[src/rtl/exec_scheduler.sv]
// exec_scheduler: round-robin issue selection for the add/sub and mul/div
// reservation-station classes, plus sequencing of the single-cycle add unit
// and the non-pipelined mul/div unit. Adds are held off so they never share
// the result bus (CDB) cycle with a mul/div completion.
//
// Ports:
//   clk1, rst_n          clock (rising edge), async active-low reset
//   flush                synchronous squash of all in-flight work
//   add_rdy, mul_rdy     per-entry ready (busy, operands valid, not issued)
//   mul_is_div           per-entry divide flag (selects DIV_LAT)
//   add_issue, add_idx   combinational add grant (idx 0 when no grant)
//   mul_issue, mul_idx   combinational mul grant (idx 0 when no grant)
//   mul_busy             mul/div unit occupied
//   cdb_valid/src/idx    registered result-bus broadcast (src 1 = mul unit)
module exec_scheduler #(
  parameter int unsigned NRS     = 8,
  parameter int unsigned IDXW    = 3,
  parameter int unsigned MUL_LAT = 3,
  parameter int unsigned DIV_LAT = 6
) (
  input  logic            clk1,
  input  logic            rst_n,
  input  logic            flush,
  input  logic [NRS-1:0]  add_rdy,
  input  logic [NRS-1:0]  mul_rdy,
  input  logic [NRS-1:0]  mul_is_div,
  output logic            add_issue,
  output logic [IDXW-1:0] add_idx,
  output logic            mul_issue,
  output logic [IDXW-1:0] mul_idx,
  output logic            mul_busy,
  output logic            cdb_valid,
  output logic            cdb_src,
  output logic [IDXW-1:0] cdb_idx
);

  localparam int unsigned MAXLAT = (DIV_LAT > MUL_LAT) ? DIV_LAT : MUL_LAT;
  // Counter only ever holds latency-1.
  localparam int unsigned CNTW   = $clog2(MAXLAT);

  logic [IDXW-1:0] add_ptr, mul_ptr, mul_tag;
  logic [CNTW-1:0] mul_cnt;

  logic            add_found, mul_found;
  logic [IDXW-1:0] add_sel, mul_sel;
  logic            mul_last;

  // First set bit at or after ptr, wrapping modulo NRS; MSB of result = found.
  function automatic logic [IDXW:0] rr_pick(input logic [NRS-1:0]  rdy,
                                            input logic [IDXW-1:0] ptr);
    logic [IDXW:0] res;
    int unsigned   j;
    res = '0;
    for (int unsigned k = 0; k < NRS; k++) begin
      j = (32'(ptr) + k) % NRS;
      if (!res[IDXW] && rdy[IDXW'(j)]) begin
        res = {1'b1, IDXW'(j)};
      end
    end
    return res;
  endfunction

  function automatic logic [IDXW-1:0] ptr_after(input logic [IDXW-1:0] idx);
    return IDXW'((32'(idx) + 32'd1) % NRS);
  endfunction

  // Grant selection and issue gating.
  always_comb begin
    {add_found, add_sel} = rr_pick(add_rdy, add_ptr);
    {mul_found, mul_sel} = rr_pick(mul_rdy, mul_ptr);
    mul_last  = (mul_cnt == CNTW'(1));
    // An add issued now would hit the CDB together with the finishing mul.
    add_issue = add_found && !flush && !mul_last;
    mul_issue = mul_found && !flush && (mul_cnt == '0);
    add_idx   = add_issue ? add_sel : '0;
    mul_idx   = mul_issue ? mul_sel : '0;
    mul_busy  = (mul_cnt != '0);
  end

  // Pointers, mul/div sequencing and the CDB register.
  always_ff @(posedge clk1 or negedge rst_n) begin
    if (!rst_n) begin
      add_ptr   <= '0;
      mul_ptr   <= '0;
      mul_cnt   <= '0;
      mul_tag   <= '0;
      cdb_valid <= 1'b0;
      cdb_src   <= 1'b0;
      cdb_idx   <= '0;
    end else if (flush) begin
      add_ptr   <= '0;
      mul_ptr   <= '0;
      mul_cnt   <= '0;
      cdb_valid <= 1'b0;
    end else begin
      if (add_issue) begin
        add_ptr <= ptr_after(add_sel);
      end
      if (mul_issue) begin
        mul_ptr <= ptr_after(mul_sel);
        mul_tag <= mul_sel;
        mul_cnt <= mul_is_div[mul_sel] ? CNTW'(DIV_LAT - 1) : CNTW'(MUL_LAT - 1);
      end else if (mul_cnt != '0) begin
        mul_cnt <= mul_cnt - CNTW'(1);
      end
      // Mul completion wins the bus if both sources ever coincide.
      if (mul_last) begin
        cdb_valid <= 1'b1;
        cdb_src   <= 1'b1;
        cdb_idx   <= mul_tag;
      end else if (add_issue) begin
        cdb_valid <= 1'b1;
        cdb_src   <= 1'b0;
        cdb_idx   <= add_sel;
      end else begin
        cdb_valid <= 1'b0;
      end
    end
  end

endmodule

[config.mk]
export PLATFORM = sky130hd
export DESIGN_NAME = exec_scheduler
export DESIGN_NICKNAME = d
export VERILOG_FILES = /design/src/rtl/exec_scheduler.sv
export SDC_FILE = /design/constraint.sdc
export NUM_CORES = 1
export LEC_CHECK = 0
export BUFFER_PORTS_ARGS = -buffer_cell sky130_fd_sc_hd__buf_2
export CORE_UTILIZATION = 30
export CTS_BUF_LIST = sky130_fd_sc_hd__clkbuf_8
export CTS_CLUSTER_DIAMETER = 200
export CTS_CLUSTER_SIZE = 24
export DETAILED_ROUTE_END_ITERATION = 10
export GPL_TIMING_DRIVEN = 1
export HOLD_SLACK_MARGIN = 0.15
export PLACE_DENSITY_LB_ADDON = 0.05
export SLEW_MARGIN = 20
export SYNTH_ARGS = -nofsm -noshare
export SYNTH_HDL_FRONTEND = slang
export SYNTH_SLANG_ARGS = --single-unit
[constraint.sdc]
create_clock -name clk1 -period 5.2 [get_ports clk1]
set_clock_uncertainty 0.15 [all_clocks]
set_input_delay 0.52 -clock clk1 [delete_from_list [all_inputs] [get_ports clk1]]
set_output_delay 0.52 -clock clk1 [all_outputs]
set_load 0.05 [all_outputs]
==> flow_summary.toml, run 1 <==
[die]
core-area_um2 = 8258
die_h_um = 94.63
io_pins = 41
design.die.area_um2 = 8954
die_w_um = 94.63
start_util = 0.3117
num_rows = 33

[setup_path]
critPathLaunchType = "flop"
cp_max_fo = 12
crit_arrival_ns = 4.03
crit_slowest_cell = "ha_1"
regToRegEndpoint = "mul_cnt[0]"
cp-end-kind = "output pin"
startpoint = "mul_ptr[0]"
critical_path.max_stage_delay_ns = 0.64
critPathKind = "reg -> out"
r2r_cells = 11
regToRegStartpoint = "mul_ptr[0]"
r2r_slack_ns = 0.95
required_ns = 4.53
crit_chain = "inv_1, ha_1, mux2_2, mux4_1, nor4_1, and3_1, or3b_2, a211oi_1, a221o_1, nor2_1, buf_2"

[placed_design]
gp_congestion = 0.7766
hpwl_mm = 5.332
portBuffers = 40
dp.cells = 410

[route]
drt_iter0_drc = 70
avgViaCountPerCell = 5.643
vias = 2342
ant_nets = 0
dr.pass1.iters = 4
drcViolationCount = 0
routed_wire_length_per_instance_um = 16.43
routed_wl_mm = 6.819

[logic_synthesis]
synth-edff-count = 0
synth_top_cell_by_area = "dfrtp_1"
netlist.area_leader.share = 0.1653
netlist-cell-type-count = 53
syn_nets = 314
syn_inst = 278
synth_ff_type = "dfrtp_1"
yosysMostFrequentCell = "inv_1"
yosysSeqAreaShare = 0.1653
synth_seq_cells = 17
syn_area_um2 = 2574
synth_commonest_cells = "inv_1, nor2_1, a21oi_1, mux2i_1, mux4_2"
synth.avg_cell_area_um2 = 9.258
synth.area.top_cells = "dfrtp_1, mux4_2, mux2i_1, mux2_2, ha_1"
async_flop_share = 1.000
ys.warnings.count = 0

[clocking]
clk_pin_slew_worst_paths_ns = 0.07
insertion_delay_ns = 0.25
clockRootBuffer = "clkbuf_8"
cts_setup_buffers = 0
tritoncts = "done"
cts_hold_buf = 1
cts.repair.resized = 0
cts.sinks = 17
cts-htree-levels = 1
cts.path.max_buffers = 2
cts_buffers = 3

[global_routing]
track_usage = 0.1584
grt_antenna_before_repair = 0
grt_pass1_vias = 2174
grt_pass1_wl_mm = 11.28
overflow = 0
grt_max_degree = 21

[sta]
worstMarginPinSlew_ns = 0.7903
slew_headroom = 0.4731
finalMaxSlewViolations = 0
finalSetupTns_ns = 0
rsz0062_at_grt = "no"
fin_crit_ns = 4.701
finalHoldViolCount = 0
max_freq_mhz = 212.7
setup_violations = 0
fin_crit_sh = 0.9041

[cells_and_area]
drive_gt1_frac = 0.2742
diodes = 0
fin_nets = 347
area_delta_synth_final_pct = 12.79
fin_cells = 415
fill_cells = 883
multi_input_area_um2 = 1978
final-seq-area_um2 = 425.4

[min_path]
min_to = "cdb_idx[2]"
hold_depth = 1
hp-start = "cdb_idx[2]"
hold_class = "reg -> reg"

[job]
cap_violations = 0

[outcome]
status = "finished, final reports clean"
==> sequential cells by signal (all words and copies together) (netlist names) <==
register	flops
mul_cnt	3
mul_ptr	3
add_ptr	3
cdb_valid	1
mul_tag	3
cdb_src	1
cdb_idx	3
==> logic make-up after synthesis <==
| kind of cell | count (synthesis) | synth area share |
|---|---|---|
| xor+xnor | 7 | 0.02382 |
| mux | 55 | 0.3379 |
| simple gates | 68 | 0.1298 |
| fa+ha+maj | 9 | 0.04375 |
| flops | 17 | 0.1653 |
| buf+inv | 40 | 0.06612 |
| compound gates | 82 | 0.2334 |
==> final cells by class <==
class,instances,area share
repair buffers,44,0.08017
clock inverters,1,0.001293
clock buffers,3,0.01422
flip-flops and latches,17,0.1466
inverters,24,0.03103
well taps,105,0.04526
multi-input cells,221,0.6815
==> worst max-delay path: cells and delay by family, from the launching register on <==
| kind | cells | cell delay, ns |
|---|---|---|
| buffers and inverters | 2 | 0.42 |
| AO/OA/AOI/OAI | 2 | 0.42 |
| multiplexers | 2 | 1.00 |
| adder cells (fa/ha/maj) | 1 | 0.64 |
| AND/OR/NAND/NOR | 4 | 0.93 |
| flip-flops | 1 | 0.37 |
==> metal layers <==
metal  part of all wire  wire [um]  up-vias  track usage
met2               0.49       3339       44       0.2746
li1                   -          -     1145            -
met4              0.016        107        0      0.03788
met1               0.46       3167     1145       0.2139
met5                  0          0        -            0
met3              0.030        205        8      0.01047
==> worst max path at each step <==
| stage | end | slack (ns) | cells past startpoint |
|---|---|---|---|
| 6_report | mul_idx[1] | 0.50 | 11 |
| 5_1_grt | mul_idx[1] | 0.26 | 11 |
| 4_1_cts | mul_idx[1] | 0.47 | 11 |
| 3_5_place_dp | mul_idx[1] | 0.78 | 11 |
| 3_3_place_gp | mul_idx[1] | 0.72 | 11 |
| 2_1_floorplan | mul_cnt[0] | 0.39 | 14 |
==> per-stage QoR <==
| step | setup WS, ns | utilization | cell area (um2) | hold WS, ns |
|---|---|---|---|---|
| after global placement | 0.7158 | 0.3448 | 2848 | 0.3189 |
| after floorplan | 0.3900 | - | 2574 | 0.07441 |
| after CTS | 0.4746 | 0.3515 | 2903 | 0.3309 |
| final | 0.4989 | 0.3515 | 2903 | 0.3245 |
| after global routing | 0.2625 | 0.3515 | 2903 | 0.3441 |
| after detailed placement | 0.7762 | 0.3448 | 2848 | 0.3159 |
==> layout by cell type (no fill, tap or decap), types with 3 or more instances in the layout <==
| cell type | synthesis | routed |
|---|---|---|
| buf_2 | 4 | 40 |
| inv_1 | 24 | 25 |
| nor2_1 | 22 | 22 |
| a21oi_1 | 20 | 20 |
| mux4_2 | 18 | 18 |
| mux2i_1 | 18 | 18 |
| dfrtp_1 | 17 | 17 |
| mux2_2 | 12 | 12 |
| nand2_1 | 11 | 11 |
| o21ai_0 | 11 | 11 |
| nor3_1 | 9 | 9 |
| ha_1 | 9 | 9 |
| nor2b_1 | 6 | 6 |
| xor2_1 | 5 | 5 |
| nand2b_1 | 5 | 5 |
| o221ai_1 | 5 | 5 |
| a211oi_1 | 5 | 5 |
| a21o_1 | 5 | 5 |
| nand3_1 | 4 | 4 |
| mux4_1 | 4 | 4 |
| o22ai_1 | 4 | 4 |
| a31oi_1 | 4 | 4 |
| a32o_1 | 3 | 3 |
| o21a_1 | 3 | 3 |
| clkbuf_8 | 0 | 3 |
| buf_4 | 0 | 3 |
Power of run 1 is not shown: default switching activity piles up to over one toggle a cycle in this logic, so the estimate is an artifact.
==> inputs of run 2 (changes only) <==
clock period = 5.6 ns   (was 5.2 ns; I/O delays follow)
==> flow_summary.toml, run 2 (same netlist as run 1, synthesis figures left out) <==
[outcome]
status = "finished, final reports clean"

[cells_and_area]
final_util = 0.3508
fin_cells = 414
final_cell_mix = "buf_2, inv_1, nor2_1"
diodes = 0
layout_commonest_cell = "buf_2"
drive_gt1_frac = 0.2751
area_delta_synth_final_pct = 12.54
final_area_um2 = 2897
fin_nets = 346

[setup_path]
cp-end-kind = "output pin"
r2r_slack_ns = 0.88
startpoint = "mul_ptr[0]"
regToRegEndpoint = "mul_cnt[0]"
cp_max_fo = 12
crit_arrival_ns = 4.52
critPathLaunchType = "flop"
required_ns = 4.89
regToRegStartpoint = "mul_ptr[0]"
critPathKind = "reg -> out"
r2r_cells = 11
endpoint = "mul_idx[1]"

[clocking]
clockRootBuffer = "clkbuf_8"
cts_buffers = 3
cts.sinks = 17
insertion_delay_ns = 0.26
tritoncts = "done"
cts.path.max_buffers = 2
clk_pin_slew_worst_paths_ns = 0.08
cts-htree-levels = 1
cts_setup_buffers = 0

[sta]
max_freq_mhz = 191.3
worstMarginPinSlew_ns = 0.7730
finalHoldViolCount = 0
rsz0062_at_grt = "no"
finalMaxSlewViolations = 0
fin_crit_ns = 5.226
slew_headroom = 0.4846
fin_crit_sh = 0.9332
finalSetupTns_ns = 0
setup_violations = 0

[route]
routed_wire_length_per_instance_um = 16.38
dr.pass1.iters = 4
drcViolationCount = 0
routed_wl_mm = 6.782
avgViaCountPerCell = 5.534
drt_iter0_drc = 80
vias = 2291
ant_nets = 0

[placed_design]
place_area_um2 = 2840
hpwl_mm = 5.233
gp_congestion = 0.7525
dp.cells = 409
portBuffers = 40

[job]
cap_violations = 0

[global_routing]
overflow = 0
grt_antenna_before_repair = 0
grt_pass1_vias = 2102
grt_max_degree = 21
grt_pass1_wl_mm = 11.13
track_usage = 0.1584

[die]
io_pins = 41
core-area_um2 = 8258
design.die.area_um2 = 8954
num_rows = 33
die_h_um = 94.63
start_util = 0.3117
die_w_um = 94.63

[min_path]
hold_class = "reg -> reg"
[run 2: changes by cell type in the layout (fill, tap and decap cells not counted)]
cell / change
buf_4: -1
clkinv_2: +1
inv_1: -1
[run 2: layer usage]
layer	vias up	GRT usage	part of all wire
met5	-	0	0
met4	0	0.03283	0.014
met3	6	0.02093	0.025
met2	39	0.2500	0.48
met1	1108	0.2298	0.48
li1	1138	-	-
[run 2: worst max-delay path: stages, from the launching register on]
cell,delay (ns)
dfrtp_1,0.69
inv_1,0.27
ha_1,0.67
mux2_2,0.40
mux4_1,0.58
nor4_1,0.39
and3_1,0.26
or3b_2,0.13
a211oi_1,0.06
a221o_1,0.35
nor2_1,0.18
buf_2,0.29
[run 2: how the worst min path moves through the flow]
stage	from	to	cells past startpoint
after floorplan	rst_n	add_ptr[0]	0
after global placement	cdb_idx[2]	cdb_idx[2]	1
after detailed placement	mul_tag[0]	mul_tag[0]	1
after CTS	mul_tag[0]	mul_tag[0]	1
after global routing	mul_tag[0]	mul_tag[0]	1
final	cdb_idx[2]	cdb_idx[2]	1
[run 2: what timing repair did]
item,in CTS,in global routing
hold endpoints to repair,17,0
gates resized for setup,0,0
setup endpoints to repair,0,0
hold buffers,1,0
[run 2: stage by stage]
step | hold WS, ns | setup WS (ns)
final | 0.3369 | 0.3739
after floorplan | 0.1144 | 0.7900
after global routing | 0.3650 | 0.05959
after detailed placement | 0.3303 | 0.6663
after CTS | 0.3492 | 0.3516
after global placement | 0.3263 | 0.7371
[run 2: layout make-up]
| class | count | area, um2 |
|---|---|---|
| repair buffers | 43 | 225.2 |
| flip-flops and latches | 17 | 425.4 |
| multi-input cells | 221 | 1978 |
| clock buffers | 3 | 41.29 |
| clock inverters | 1 | 5.005 |
| well taps | 105 | 131.4 |
| fillers | 858 | 5361 |
| inverters | 24 | 90.09 |
Power of run 2 is left out for the same reason.
==> inputs of run 3 (changes only) <==
clock period = 4.53 ns   (was 5.6 ns; I/O delays follow)
==> flow_summary.toml, run 3 (same netlist as run 1, synthesis figures left out) <==
[cells_and_area]
drive_gt1_frac = 0.2975
fill_cells = 867
final_cell_mix = "buf_2, inv_1, nor2_1"
fin_nets = 353
area_delta_synth_final_pct = 14.83
diodes = 0
layout_commonest_cell = "buf_2"

[job]
cap_violations = 0

[sta]
rsz0062_at_grt = "no"
setup_violations = 0
finalMaxSlewViolations = 0
whs_ns = 0.3470
max_freq_mhz = 235.8
slew_headroom = 0.6532
fin_crit_sh = 0.9360
fin_crit_ns = 4.240
worstMarginPinSlew_ns = 0.5163
finalSetupTns_ns = 0
finalHoldViolCount = 0

[route]
ant_nets = 0
avgViaCountPerCell = 5.549
routed_wire_length_per_instance_um = 16.12
dr.pass1.iters = 5
drt_iter0_drc = 75
routed_wl_mm = 6.785
drcViolationCount = 0
vias = 2336

[setup_path]
startpoint = "add_ptr[1]"
r2r_cells = 11
cp_max_fo = 11
critPathKind = "reg -> out"
regToRegStartpoint = "mul_ptr[0]"
crit_chain = "inv_1, ha_1, mux4_2, mux2i_1, a32o_1, nand3_1, nor3_1, a21oi_1, nand2_1, nor2_1, buf_2"
regToRegEndpoint = "mul_cnt[0]"
required_ns = 3.93
crit_family = "simple AND/OR/NAND/NOR gates"
path_buf_inv = 2
path_depth = 11
r2r_slack_ns = 0.60
cp-end-kind = "output pin"
crit_arrival_ns = 3.64
endpoint = "add_idx[2]"
crit_slowest_cell = "mux4_2"
critPathLaunchType = "flop"
critical_path.max_stage_delay_ns = 0.65

[clocking]
cts.sinks = 17
cts_hold_buf = 1
cts.path.max_buffers = 2
cts.repair.resized = 0
cts_setup_buffers = 0
cts-htree-levels = 1
clk_pin_slew_worst_paths_ns = 0.07
tritoncts = "done"
insertion_delay_ns = 0.25
cts_buffers = 3
clockRootBuffer = "clkbuf_8"

[global_routing]
grt_pass1_vias = 2221
grt_max_degree = 18
overflow = 0
grt_pass1_wl_mm = 11.20
track_usage = 0.1584
grt_antenna_before_repair = 0

[die]
io_pins = 41
die_h_um = 94.63
die_w_um = 94.63
start_util = 0.3117
num_rows = 33
design.die.area_um2 = 8954
core-area_um2 = 8258

[placed_design]
portBuffers = 40
gp_congestion = 0.7842
hpwl_mm = 5.428

[outcome]
status = "finished, final reports clean"

[min_path]
hold_class = "reg -> reg"
-- run 3: cell types whose count changed in the layout (fill, tap and decap cells not counted), sizes merged --
cell  change
buf       +7
-- run 3: layout make-up --
| class | instances | area (um2) | share of cell area |
|---|---|---|---|
| Inverter | 24 | 90.09 | 0.03048 |
| Clock buffer | 3 | 41.29 | 0.01397 |
| Multi-Input combinational cell | 221 | 1984 | 0.6715 |
| Clock inverter | 1 | 5.005 | 0.001693 |
| Timing Repair Buffer | 50 | 277.8 | 0.09399 |
| Tap cell | 105 | 131.4 | 0.04445 |
| Sequential cell | 17 | 425.4 | 0.1439 |
-- run 3: metrics by stage --
step | cells | cell area [um2] | setup slack (ns) | utilization
finish | 421 | 2955 | 0.2898 | 0.3579
global route | 421 | 2955 | 0.006009 | 0.3579
CTS | 421 | 2955 | 0.2646 | 0.3579
detailed placement | 416 | 2899 | 0.5704 | 0.3511
global placement | 416 | 2899 | 0.5325 | 0.3511
floorplan | 278 | 2580 | 0.04209 | -
-- run 3: worst min-delay path by stage --
stage	from	endpoint	cells after the start
finish	mul_tag[0]	mul_tag[0]	1
global route	cdb_idx[2]	cdb_idx[2]	1
CTS	mul_tag[0]	mul_tag[0]	1
detailed placement	rst_n	add_ptr[2]	1
global placement	rst_n	add_ptr[2]	1
floorplan	rst_n	add_ptr[0]	0
-- run 3: routing by layer --
layer | global-route usage | wire, um | up-vias
li1 | - | - | 1154
met1 | 0.2050 | 3078 | 1132
met2 | 0.2788 | 3440 | 41
met3 | 0.01288 | 169 | 9
met4 | 0.04798 | 97 | 0
met5 | 0 | 0 | -
Power of run 3 is left out for the same reason.
